===== src/rtl/rotate_read_controller.sv =====
// Purpose : read a stored W x H RGB frame back from SRAM in 0/90/180/270 deg CW order and stream it out.
// Latency : first out_valid 2 cycles after entering R_READ; 1 pixel/cycle sustained while out_ready=1.
// Backpressure: 2-entry output FIFO; reads are issued only while FIFO entries plus in-flight reads leave room.
//
// Ports:
//   Clk_in, Reset            - single clock, synchronous active-high reset
//   write_finish             - level, frame in SRAM is complete (starts a frame, and R_DONE waits for it to drop)
//   rot_mode[1:0]            - 0=0deg, 1=90 CW, 2=180, 3=270 CW, latched at frame start
//   SRAM_EN_r, SRAM_Addr_r   - SRAM read strobe/address (frame stored row-major, addr = y*W + x)
//   SRAM_Dout                - read data, valid the cycle after SRAM_EN_r
//   pixel_out, out_valid,    - output pixel stream, valid/ready handshake
//   out_ready, out_line_end,
//   out_frame_end
//   read_finish              - high in R_DONE, after the last pixel has been accepted
//
// Build option: define BGR_SWAP_EN to exchange the R and B bytes of pixel_out at the FIFO output.

module rotate_read_controller #(
    parameter int W = 256,
    parameter int H = 256
) (
    input  logic        Clk_in,
    input  logic        Reset,
    input  logic        write_finish,
    input  logic [1:0]  rot_mode,
    output logic        SRAM_EN_r,
    output logic [19:0] SRAM_Addr_r,
    input  logic [23:0] SRAM_Dout,
    output logic [23:0] pixel_out,
    output logic        out_valid,
    input  logic        out_ready,
    output logic        out_line_end,
    output logic        out_frame_end,
    output logic        read_finish
);

    localparam logic [19:0] W20 = 20'(W);
    localparam logic [19:0] WM1 = 20'(W - 1);
    localparam logic [19:0] HM1 = 20'(H - 1);

    typedef enum logic [1:0] {
        R_IDLE  = 2'd0,
        R_READ  = 2'd1,
        R_DRAIN = 2'd2,
        R_DONE  = 2'd3
    } state_t;

    state_t      state;
    logic [1:0]  mode_q;
    logic [19:0] r_q;
    logic [19:0] c_q;

    // Read pipeline: one read can be in flight; its flags travel with it.
    logic        rd_pend_q;
    logic        le_pend_q;
    logic        fe_pend_q;

    // Two-entry output FIFO.
    logic [23:0] pix_mem [2];
    logic [1:0]  le_mem;
    logic [1:0]  fe_mem;
    logic        wr_ptr;
    logic        rd_ptr;
    logic [1:0]  count;

    // ------------------------------------------------------------------
    // Geometry and address generation
    // ------------------------------------------------------------------
    logic [19:0] ow_m1;
    logic [19:0] oh_m1;
    logic        last_col;
    logic        last_row;
    logic [19:0] addr;

    always_comb begin
        // 90/270 swap the output width and height.
        ow_m1    = mode_q[0] ? HM1 : WM1;
        oh_m1    = mode_q[0] ? WM1 : HM1;
        last_col = (c_q == ow_m1);
        last_row = (r_q == oh_m1);
    end

    always_comb begin
        addr = '0;
        case (mode_q)
            2'd0:    addr = r_q * W20 + c_q;
            2'd1:    addr = (HM1 - c_q) * W20 + r_q;
            2'd2:    addr = (HM1 - r_q) * W20 + (WM1 - c_q);
            default: addr = c_q * W20 + (WM1 - r_q);
        endcase
    end

    // ------------------------------------------------------------------
    // Handshake and issue control
    // ------------------------------------------------------------------
    logic        push;
    logic        pop;
    logic [2:0]  slots_used;
    logic        issue;
    logic        drain_done;
    logic [1:0]  count_next;

    always_comb begin
        out_valid  = (count != 2'd0);
        pop        = out_valid && out_ready;
        push       = rd_pend_q;
        count_next = count + {1'b0, push} - {1'b0, pop};

        // Occupancy is counted after this cycle's pop, otherwise a read
        // could only be issued every other cycle. A full FIFO never issues,
        // even when it is being popped.
        slots_used = {1'b0, count} - {2'b0, pop} + {2'b0, rd_pend_q};
        issue      = (state == R_READ) && (count != 2'd2) && (slots_used < 3'd2);

        // Leave R_DRAIN as soon as the final entry is leaving, so read_finish
        // rises the cycle after the last accepted beat.
        drain_done = !rd_pend_q && ((count - {1'b0, pop}) == 2'd0);
    end

    // The read strobe must react to this cycle's pop, so it is driven
    // combinationally from registered state rather than registered itself.
    assign SRAM_EN_r   = issue;
    assign SRAM_Addr_r = issue ? addr : 20'd0;

    // ------------------------------------------------------------------
    // Frame FSM and output counters
    // ------------------------------------------------------------------
    always_ff @(posedge Clk_in) begin
        if (Reset) begin
            state       <= R_IDLE;
            mode_q      <= 2'd0;
            r_q         <= 20'd0;
            c_q         <= 20'd0;
            read_finish <= 1'b0;
        end else begin
            case (state)
                R_IDLE: begin
                    if (write_finish) begin
                        state  <= R_READ;
                        mode_q <= rot_mode;
                        r_q    <= 20'd0;
                        c_q    <= 20'd0;
                    end
                end
                R_READ: begin
                    if (issue) begin
                        if (last_col) begin
                            c_q <= 20'd0;
                            if (last_row) begin
                                state <= R_DRAIN;
                            end else begin
                                r_q <= r_q + 20'd1;
                            end
                        end else begin
                            c_q <= c_q + 20'd1;
                        end
                    end
                end
                R_DRAIN: begin
                    if (drain_done) begin
                        state       <= R_DONE;
                        read_finish <= 1'b1;
                    end
                end
                default: begin
                    if (!write_finish) begin
                        state       <= R_IDLE;
                        read_finish <= 1'b0;
                    end
                end
            endcase
        end
    end

    // ------------------------------------------------------------------
    // Read pipeline and output FIFO
    // ------------------------------------------------------------------
    always_ff @(posedge Clk_in) begin
        if (Reset) begin
            rd_pend_q  <= 1'b0;
            le_pend_q  <= 1'b0;
            fe_pend_q  <= 1'b0;
            pix_mem[0] <= 24'd0;
            pix_mem[1] <= 24'd0;
            le_mem     <= 2'b00;
            fe_mem     <= 2'b00;
            wr_ptr     <= 1'b0;
            rd_ptr     <= 1'b0;
            count      <= 2'd0;
        end else begin
            rd_pend_q <= issue;
            le_pend_q <= issue && last_col;
            fe_pend_q <= issue && last_col && last_row;

            if (push) begin
                pix_mem[wr_ptr] <= SRAM_Dout;
                le_mem[wr_ptr]  <= le_pend_q;
                fe_mem[wr_ptr]  <= fe_pend_q;
                wr_ptr          <= ~wr_ptr;
            end
            if (pop) begin
                rd_ptr <= ~rd_ptr;
            end
            count <= count_next;
        end
    end

    // ------------------------------------------------------------------
    // Output stage: head of FIFO, zero while empty
    // ------------------------------------------------------------------
    logic [23:0] head;

    always_comb begin
        head = pix_mem[rd_ptr];
`ifdef BGR_SWAP_EN
        pixel_out = out_valid ? {head[7:0], head[15:8], head[23:16]} : 24'd0;
`else
        pixel_out = out_valid ? head : 24'd0;
`endif
        out_line_end  = out_valid && le_mem[rd_ptr];
        out_frame_end = out_valid && fe_mem[rd_ptr];
    end

endmodule


===== config.mk =====
export PLATFORM = sky130hd
export DESIGN_NAME = rotate_read_controller
export DESIGN_NICKNAME = d
export VERILOG_FILES = /design/src/rtl/rotate_read_controller.sv
export SDC_FILE = /design/constraint.sdc
export NUM_CORES = 1
export LEC_CHECK = 0
export BUFFER_PORTS_ARGS = -buffer_cell sky130_fd_sc_hd__buf_4
export CORE_UTILIZATION = 55
export DETAILED_ROUTE_END_ITERATION = 16
export MAX_ROUTING_LAYER = met4
export PLACE_DENSITY = 0.83
export SKIP_LAST_GASP = 1
export SYNTH_ARGS = -nofsm -noshare
export SYNTH_HDL_FRONTEND = slang
export SYNTH_SLANG_ARGS = --single-unit

===== constraint.sdc =====
create_clock -name Clk_in -period 4.7 [get_ports Clk_in]
set_input_delay 0.705 -clock Clk_in [delete_from_list [all_inputs] [get_ports Clk_in]]
set_output_delay 0.705 -clock Clk_in [all_outputs]
set_load 0.01 [all_outputs]

==> impl_results.md <==
* Top cell type's share of synthesized area at 18.4%
* Number of port buffers at 78
* Sw Pwr at roughly 1.1 mW
* Slew Viols, Final at 0
* Reg2Reg Launch Point: push
* Fin crit period at 4.37 ns
* Die Wd at 121 um
* Post-synthesis sequential area ratio at 33.0%
* H-tree Lvls at 3
* Setup tns final at 0 ns
* Num rows at 43
* Die area at 0.0147 mm2
* RSZ-0062 raised after global routing: false
* Routed vias at ~6,500
* Number of global-route vias before repair at 6,117
* Initial Util at 56.3%
* Final Hold Viols at 0
* Min-Delay Startpoint: fe_pend_q
* Lkg Pwr at 3.52 nW
* Hold WC Path Type: flip-flop to flip-flop
* Antenna Cells at 0
* Internal power component at 1.88 mW
* Post-route ant nets at 0
* Largest net degree at the start of global routing at 28
* Worst slew pin tran at a little under 1 ns
* Synth unique cells at 72
* Slew margin rel. at 35.0%
* Total GRT Usage at between 20% and 30%
* Latest clock arrival within the worst-skew pair at 0.36 ns
* Root buffer selected by CTS: clkbuf_16
* Drc violations at 0
* Critical path class: flip-flop to output port
* Final critical-path share of the clock period at 93.0%
* Cell Area, Synth at between 0.007 and 0.008 mm2
* Die Y at roughly 120 um
* Initial DRC count at 619
* Arrival time at the worst endpoint at ~3.7 ns
* Final Skew at 0.00642 ns
* Initial antenna violation count at 0
* Post-CTS Setup Repair Bufs at 0
* CP Capture Type: output port
* Status: completed
* Cts repair resizes at 0
* Clk pwr share at 26.9%
* Post-Place Cells at 1,094
* Detailed placement HPWL at about 15 mm
* P per Cell Area at 333 mW/mm2
* First-pass GRT wire length at 31.1 mm
* Hold buffers post-CTS at 0
* Ys async rst share at 0%
* 1st-pass router iterations at 5
* CTS sink count at 105
* Top-count cell post-synth: nor2_1
* Mean post-synth cell area at between 9 and 10 um2
* I/O Pins at 79
* Top cells by area, synth: edfxtp_1 (18%), dfxtp_1 (15%), ha_1 (8.8%), xnor2_1 (8.2%), nor2_1 (6.1%)
* WL final at 19.6 mm
* Post-Syn Nets at approximately 960
* CTS Buffer Depth at 2
* Inserted Clock Buffers at 9
* Ratio of cells with drive above 1 in the final layout at 14.8%
* Ys flop type: dfxtp_1
* Area growth, synth to finish at 12.8%
* Fillers at 1,140
* Sw frac at 36.0%
* Synthesis Warnings at 0
* Wire length per cell at 17.6 um
* TritonCTS clock tree: built
* GPL Wtd Cong at 0.952
* CP Max Fanout at 10
* GRT overflow at 0
* Comb pwr share at between 30 and 40%
* Post-DP Area at 0.00851 mm2
* Routed vias/inst at about 5.8
* Post-synth top area cell: edfxtp_1
* Seq cells post-synth at between 100 and 150
* Fmax at 0.229 GHz
* Worst vdd ir at 0.000221 V
* Final hold slack at 0.488 ns
* Final WS setup at 0.330 ns
* Pre-CTS setup slack at 0.665 ns
* Crit path launch type: flip-flop
* Cell count after synthesis at 867
* Max Cap Viol at 0
* Number of flops mapped to enable cells by yosys at 48
* Placeable Area at roughly 0.014 mm2
* Commonest cells in the netlist: nor2_1 (127), xnor2_1 (73), dfxtp_1 (57), ha_1 (55), and2_1 (51)
* CP startpoint: c_q[8]
* Seq pwr share at 37.8%
* NumNets Final at 1,015
* Final setup fails at 0
* Final std cells w/o fill at 1,110
* Clock Pin Slew Worst Setup and Hold Paths at about 0.080 ns
* Worst reg-to-reg setup slack at roughly 1.5 ns
* Cell area after layout at 0.00882 mm2
* Worst Path Required at 3.99 ns
state kept, by name, summed over array words and instances, names as in the netlist, named ones only:
name         cells
push             1
read_finish      1
fe_mem           2
mode_q           2
r_q             20
state            2
le_pend_q        1
c_q             20
count            2
pix_mem         48
fe_pend_q        1
wr_ptr           1
rd_ptr           1
le_mem           2
per-stage QoR:
step	power, mW	util (%)
floorplan	1.85	-
global placement	2.13	61.3
detailed placement	2.16	61.3
CTS	2.93	63.6
global route	3.09	63.6
finish	2.93	63.6
cell families after synthesis:
family          synth area share, %
simple gates                   23.0
mux                            5.89
xor+xnor                       11.9
buf+inv                        4.45
compound gates                 11.7
flops                          33.0
fa+ha+maj                      10.1
cell type report:
| type | instances | area, um2 | area share (%) |
|---|---|---|---|
| Clock inverter | 6 | 80.1 | 0.908 |
| Clock buffer | 10 | 229 | 2.60 |
| Multi-Input combinational cell | 680 | 4900 | 55.6 |
| Inverter | 44 | 165 | 1.87 |
| Sequential cell | 105 | 2580 | 29.3 |
| Tap cell | 180 | 225 | 2.55 |
| Timing Repair Buffer | 85 | 638 | 7.23 |
path summary, 6_finish.rpt:
check / depth (start not counted) / to
worst max-delay path: 14 / SRAM_Addr_r[17]
worst min-delay path: 1 / fe_mem[0]
worst max register to register: 12 / c_q[19]
worst min register to register: 1 / fe_mem[0]
layer usage:
metal,GRT usage (%),wire length [um],vias to the layer above
met5,-,0,-
met4,9.03,380,0
met3,3.62,1130,37
li1,-,-,3132
met1,35.4,8240,3076
met2,47.3,9830,205
critical path, cell delays in order, from the launching register on:
cell	delay (ns)
dfxtp_1	0.45
inv_1	0.14
ha_1	0.18
nor3b_2	0.28
nand2_1	0.17
nor3_1	0.20
xnor2_1	0.15
ha_1	0.30
and3_1	0.18
a31oi_1	0.27
nor2b_1	0.21
xnor2_1	0.13
nor2_1	0.06
a2111oi_0	0.39
buf_4	0.19
cell usage in the layout (no fill, tap or decap), types with 6 or more instances in the layout:
cell type,Yosys,layout
and3_1,12,12
nand4_1,10,10
nor2b_1,10,10
nand2b_1,6,6
xnor2_1,73,73
buf_4,1,85
nand2_1,40,40
a21o_1,15,15
dfxtp_1,57,57
a21oi_1,37,37
clkbuf_16,0,9
edfxtp_1,48,48
ha_1,55,55
a211oi_1,15,15
o31ai_1,6,6
nor3_1,19,17
xor2_1,33,33
nor3_2,7,9
o21ai_0,24,24
mux2i_1,37,37
nor2_1,127,126
nand3_1,23,23
and2_1,51,51
inv_1,44,44
power groups by stage:
stage	Sequential (mW)	Clock [mW]	Combinational (mW)
5_1_grt	1.12	0.830	1.14
2_1_floorplan	1.10	0	0.747
6_report	1.11	0.788	1.04
3_3_place_gp	1.12	0	1.01
4_1_cts	1.11	0.789	1.04
3_5_place_dp	1.13	0	1.03
(Power assumes the default switching activity.)
